### src/rtl/jb_xssi_accum.sv
// jb_xssi_accum: sums I^2+Q^2 over each XSSI window and publishes power, sample count and saturation.
// Optional macro JB_XSSI_PEAK_EN adds xssi_peak, the largest single-sample power seen in the window.
module jb_xssi_accum #(
    parameter int DATA_W = 16,
    parameter int ACC_W  = 48,
    parameter int CNT_W  = 21
) (
    input  logic                     clk_15p36,
    input  logic                     resetn_15p36,
    input  logic                     win_enable,
    input  logic                     rssi_load,
    input  logic                     iq_valid,
    input  logic signed [DATA_W-1:0] i_data,
    input  logic signed [DATA_W-1:0] q_data,
    output logic [ACC_W-1:0]         xssi_power,
    output logic [CNT_W-1:0]         xssi_sample_cnt,
    output logic                     xssi_sat,
`ifdef JB_XSSI_PEAK_EN
    output logic [2*DATA_W-1:0]      xssi_peak,
`endif
    output logic                     xssi_valid
);

    localparam int PW = 2 * DATA_W;

    logic signed [PW-1:0] iExt, qExt;
    logic [PW-1:0]        iSq_d, iSq_q, qSq_d, qSq_q, p_d, p_q, pAdd;
    logic                 s1Vld_d, s1Vld_q, pVld_d, pVld_q;
    logic                 load1_d, load1_q, load2_d, load2_q;
    logic [ACC_W:0]       accSum;
    logic [CNT_W:0]       cntSum;
    logic                 accOvf, cntOvf;
    logic [ACC_W-1:0]     accNext, acc_d, acc_q, power_d, power_q;
    logic [CNT_W-1:0]     cntNext, cnt_d, cnt_q, cntOut_d, cntOut_q;
    logic                 satWin_d, satWin_q, sat_d, sat_q, valid_d, valid_q;

    assign iExt = PW'(i_data);
    assign qExt = PW'(q_data);

    // Dropping win_enable squashes every in-flight sample and load so the next window starts clean.
    always_comb begin
        iSq_d    = iExt * iExt;
        qSq_d    = qExt * qExt;
        p_d      = iSq_q + qSq_q;
        s1Vld_d  = iq_valid & win_enable;
        pVld_d   = s1Vld_q & win_enable;
        load1_d  = rssi_load & win_enable;
        load2_d  = load1_q & win_enable;

        pAdd     = pVld_q ? p_q : '0;
        accSum   = {1'b0, acc_q} + (ACC_W+1)'(pAdd);
        accOvf   = accSum[ACC_W];
        accNext  = accOvf ? '1 : accSum[ACC_W-1:0];
        cntSum   = {1'b0, cnt_q} + (CNT_W+1)'(pVld_q);
        cntOvf   = cntSum[CNT_W];
        cntNext  = cntOvf ? '1 : cntSum[CNT_W-1:0];

        acc_d    = accNext;
        cnt_d    = cntNext;
        satWin_d = satWin_q | accOvf | cntOvf;
        power_d  = power_q;
        cntOut_d = cntOut_q;
        sat_d    = sat_q;
        valid_d  = 1'b0;

        if (!win_enable) begin
            acc_d    = '0;
            cnt_d    = '0;
            satWin_d = 1'b0;
        end else if (load2_q) begin
            power_d  = accNext;
            cntOut_d = cntNext;
            sat_d    = satWin_q | accOvf | cntOvf;
            valid_d  = 1'b1;
            acc_d    = '0;
            cnt_d    = '0;
            satWin_d = 1'b0;
        end
    end

    always_ff @(posedge clk_15p36 or negedge resetn_15p36) begin
        if (!resetn_15p36) begin
            iSq_q    <= '0;
            qSq_q    <= '0;
            p_q      <= '0;
            s1Vld_q  <= 1'b0;
            pVld_q   <= 1'b0;
            load1_q  <= 1'b0;
            load2_q  <= 1'b0;
            acc_q    <= '0;
            cnt_q    <= '0;
            satWin_q <= 1'b0;
            power_q  <= '0;
            cntOut_q <= '0;
            sat_q    <= 1'b0;
            valid_q  <= 1'b0;
        end else begin
            iSq_q    <= iSq_d;
            qSq_q    <= qSq_d;
            p_q      <= p_d;
            s1Vld_q  <= s1Vld_d;
            pVld_q   <= pVld_d;
            load1_q  <= load1_d;
            load2_q  <= load2_d;
            acc_q    <= acc_d;
            cnt_q    <= cnt_d;
            satWin_q <= satWin_d;
            power_q  <= power_d;
            cntOut_q <= cntOut_d;
            sat_q    <= sat_d;
            valid_q  <= valid_d;
        end
    end

    assign xssi_power      = power_q;
    assign xssi_sample_cnt = cntOut_q;
    assign xssi_sat        = sat_q;
    assign xssi_valid      = valid_q;

`ifdef JB_XSSI_PEAK_EN
    logic [PW-1:0] peakNext, peakWin_d, peakWin_q, peakOut_d, peakOut_q;

    always_comb begin
        peakNext  = (pAdd > peakWin_q) ? pAdd : peakWin_q;
        peakWin_d = peakNext;
        peakOut_d = peakOut_q;
        if (!win_enable) begin
            peakWin_d = '0;
        end else if (load2_q) begin
            peakOut_d = peakNext;
            peakWin_d = '0;
        end
    end

    always_ff @(posedge clk_15p36 or negedge resetn_15p36) begin
        if (!resetn_15p36) begin
            peakWin_q <= '0;
            peakOut_q <= '0;
        end else begin
            peakWin_q <= peakWin_d;
            peakOut_q <= peakOut_d;
        end
    end

    assign xssi_peak = peakOut_q;
`endif

endmodule
### config.mk
export PLATFORM = sky130hd
export DESIGN_NAME = jb_xssi_accum
export DESIGN_NICKNAME = d
export VERILOG_FILES = /design/src/rtl/jb_xssi_accum.sv
export SDC_FILE = /design/constraint.sdc
export NUM_CORES = 2
export LEC_CHECK = 0
export BUFFER_PORTS_ARGS = -buffer_cell sky130_fd_sc_hd__buf_2
export CAP_MARGIN = 5
export CORE_MARGIN = 5
export CORE_UTILIZATION = 41
export CTS_CLUSTER_DIAMETER = 200
export DETAILED_ROUTE_END_ITERATION = 7
export PLACE_DENSITY = 0.64
export REMOVE_ABC_BUFFERS = 1
export SLEW_MARGIN = 10
export SYNTH_ARGS = -nofsm -noshare
export SYNTH_HDL_FRONTEND = slang
export SYNTH_SLANG_ARGS = --single-unit
### constraint.sdc
create_clock -name clk_15p36 -period 5.7 [get_ports clk_15p36]
set_input_delay 1.14 -clock clk_15p36 [delete_from_list [all_inputs] [get_ports clk_15p36]]
set_output_delay 1.14 -clock clk_15p36 [all_outputs]
set_load 0.05 [all_outputs]
# Yosys cells after proc, flatten, opt, wreduce, memory -nomap -nowiden
# Index checks and enable logic that the tools add are counted.
# op_classes
n_mul	2
mux	11
addsub	3
n_reduce_logical	1
bitwise_logic	6
# op_table
cell	count
$mux 48	3
$mul 16x16->32	2
$mux 21	3
$add 48x32->49	1
$add 32x32->32	1
$mux 32	1
$add 21x1->22	1
$and 1x1->1	4
$mux 1	4
$or 1x1->1	2
$reduce_and 2->1	1
# word_totals
in_bits	37
regBits	241
output_inout_bits	71
word_cells	37

# Logic depth before layout (Yosys ltp)
# logic_depth
word_depth	6
depth_mapped	26

# Worst setup path after synthesis
# OpenSTA, ideal clock, no wires.
# synth_path
path_kind	input -> register
startpoint	in q_data[15]
endpoint	reg qSq_q[30]
setup_ns	0.080
t_arrival_ns	7.042
required_ns	5.620
path_slack_ns	-1.422
path_stages	21
path_buffers	2
cell_sequence	clkbuf_1 -> inv_1 -> buf_1 -> nor2_1 -> fa_1 -> fa_1 -> fa_1 -> fa_1 -> fa_1 -> inv_1 -> fa_1 -> inv_1 -> ha_1 -> a21o_1 -> a21o_1 -> a21oi_1 -> o21ai_0 -> a2111oi_0 -> o21bai_1 -> a21oi_1 -> xnor2_1
# synth_via
elab_chain_cells	1
# synth_lines
item	line	source
start: declaration	14	input logic signed [DATA_W-1:0] q_data,
$mul 16x16->32	43	qSq_d = qExt * qExt;
via qSq_d[30]	27	logic [PW-1:0] iSq_d, iSq_q, qSq_d, qSq_q, p_d, p_q, pAdd;
end signal: assignment	99	qSq_q <= qSq_d;
end: declaration	27	
# The timed path passes the listed nets, and every way through them passes these cells.
# A chain may end at the register's enable or synchronous reset.

# Worst setup path after layout
# layout_path
startpoint	in q_data[7]
endpoint	reg qSq_q[31]
# Same word-level chain as after synthesis.

==> reports/results.tsv <==
metric	value	unit
outcome	complete, but fails checks	
violations	negative setup slack	
hpwl	52800	um
yosysWarnings	0	
hold_violations	0	
dieArea	74900	um^2
syn_inst	2999	
ff2ff_path_depth	14	
clk_pin_slew_worst_paths	0.06	ns
dieWidth	274	um
start_util	41.4	%
clock_skew	0.0358	ns
cts_tree	done	
clockRootBuffer	clkbuf_16	
maxSlewViolCount	0	
min_to	load2_q	
synth_top_area_share	32.9	%
firstDrtPassIters	5	
grt_pass1_wl	109000	um
grt_start_max_net_pins	134	
fin_area	35600	um^2
min_period	6.09	ns
synth-edff-count	0	
io_pins	108	
cts_sinks	239	
worst_pin_slew	1.04	ns
crit_fanout	4	
n_fill_cell	6345	
grt_overflow_total	0	
fp.dieH	274	um
htreeDepth	1	
vias_per_cell	4.73	
antenna_cells	0	
r2r_slack	1.48	ns
start_kind	input pin	
rsz0062_at_grt	true	
coreArea	68800	um^2
min_path_cells	1	
drive_gt1_share	24.8	%
setup_ws	-0.391	ns
synth-main-ff-cell	dfrtp_1	
ys_seq_elements	239	
period_share	107	%
drc	0	
place_area	32900	um^2
hp-class	reg2reg	
portBuffers	107	
grt_pass1_vias	22700	
path_common_cell	fa_1	
maxSlewHeadroom	30.2	%
max_cap_violations	0	
wl_per_cell	14.4	um
antenna_found_initial	0	
syn_area	28500	um^2
track_usage	17.5	%
post-route-util	51.8	%
r2r-end	xssi_power[38]	
cp_slowest_cell	fa_2	
endpoint_kind	flop	
crit_family	adder cells	
min_from	load1_q	
seqCellArea	5980	um^2
drt-total-wl	63700	um
synth_area_leaders	fa_1, dfrtp_1, ha_1	
syn_avg_cell_area	9.51	um^2
clock_latency	0.56	ns
ys_seq_area_share	21.0	%
cts_buffer_depth	3	
yosysTopAreaCell	fa_1	
path_class	in2reg	
multi_input_area	20700	um^2
crit_path_max_incr_delay	0.55	ns
synthArstFlopShare	100	%
fin_nets	4230	
max_freq	164	MHz
rows	96	
num_vias	21000	
place_congestion	0.897	
syn2layout_area_growth	25.0	%
crit_buf_inv	5	
reg2reg_from	pVld_q	
arrival	6.55	ns
required	6.16	ns
cts_made_buffers	27	
synthDistinctLibCells	65	
antenna_left	0	
drt_iter0_markers	933	
finalSetupViolCount	25	
crit_path_cell_trace	buf_4 > and2_4 > fa_1 > inv_2 > fa_2 > fa_1 > inv_2 > fa_2 > fa_1 > inv_1 > fa_1 > inv_2 > ha_4 > and3_4 > nor2b_4 > or4_4 > a21oi_4 > o21ai_4 > a21oi_4 > a21oi_2 > a21o_1 > a21oi_2 > xnor2_1	
## area by class of cell
cell class	count	area share, %
sequential	239	16.8
timing repair buffer	537	11.9
clock inverter	15	0.716
inverter	657	6.94
multi-input combinational	2019	58.2
tap	931	3.27
clock buffer	35	2.15
## logic make-up after synthesis
family / synth area share (%)
AOI/OAI and AO/OA: 8.30
xor gates and xnor gates: 5.07
adders and majority gates: 43.6
buffers and inverters: 9.78
DFF: 21.0
muxes: 0.250
and+or+nand+nor: 12.0
## sequential cells by signal, indices dropped and copies added (netlist names), 21 cells and up
signal	count
xssi_sample_cnt	21
iSq_q	31
cnt_q	21
xssi_power	48
qSq_q	31
p_q	32
acc_q	48
## layer usage
layer	routed length, um	vias up	share of wire, %	track usage (%)
met4	1170	0	1.8	3.07
met1	27600	10400	43	22.9
met3	1680	72	2.6	1.26
li1	-	10200	-	-
met5	0	-	0	0
met2	33200	289	52	32.3
## stage by stage
stage	setup slack, ns	hold slack, ns	instances	TNS (ns)
after floorplan	-1.12	0.434	2915	-14.57
after global placement	-1.27	0.447	4343	-32.24
after detailed placement	-1.31	0.449	4343	-33.84
after CTS	-0.442	0.464	4421	-4.76
after global routing	-0.523	0.482	4433	-9.23
final	-0.391	0.461	4433	-4.96
## worst max path at each step
stage | depth (start not counted) | endpoint | start
2_1_floorplan | 19 | qSq_q[30] | q_data[15]
3_3_place_gp | 23 | qSq_q[31] | q_data[9]
3_5_place_dp | 23 | qSq_q[30] | q_data[1]
4_1_cts | 23 | qSq_q[30] | q_data[4]
5_1_grt | 24 | qSq_q[28] | q_data[4]
6_report | 23 | qSq_q[31] | q_data[7]
## what timing repair did
item	4_1_cts	5_1_grt
buffers inserted	30	13
pin swaps	127	150
gates resized for setup	246	164
hold buffers	0	0
cloned	1	0
setup endpoints to repair	31	32
## Yosys cell counts, types with 3 or more instances
| cell type | number |
|---|---|
| a31oi_1 | 5 |
| a21oi_1 | 119 |
| nor2b_1 | 17 |
| a41oi_1 | 3 |
| a211oi_1 | 4 |
| a41o_1 | 3 |
| nor3_1 | 22 |
| dfrtp_1 | 239 |
| a31o_2 | 12 |
| fa_1 | 469 |
| o21bai_1 | 16 |
| buf_1 | 4 |
| inv_1 | 656 |
| and2_1 | 112 |
| clkbuf_1 | 75 |
| mux2i_1 | 6 |
| and3_1 | 12 |
| nor2_1 | 225 |
| nor3b_1 | 3 |
| nand2_1 | 274 |
| o21a_1 | 10 |
| nand2b_1 | 16 |
| a211o_1 | 4 |
| xor2_1 | 49 |
| nand4_1 | 13 |
| o21ai_0 | 115 |
| xnor2_1 | 116 |
| nand3_1 | 36 |
| or3_1 | 8 |
| a21oi_2 | 3 |
| ha_1 | 243 |
| buf_2 | 5 |
| o31ai_1 | 8 |
| o211ai_1 | 4 |
| a21o_1 | 50 |
| or2_2 | 7 |
## layout by cell type, fill, tap and decap left out, types with 48 or more instances in the layout
master	Yosys	routed
a21o_1	50	50
o21ai_0	115	98
a21oi_1	119	88
inv_1	656	605
dfrtp_1	239	239
nand2_1	274	244
fa_1	469	437
buf_2	5	80
buf_6	0	60
xor2_1	49	48
inv_2	1	50
buf_4	0	377
nor2_1	225	211
ha_1	243	219
xnor2_1	116	108
and2_1	112	85
Power is left out: the tool's default activity adds up to more than one toggle a clock period on the data nets, which glitch-free logic cannot reach.
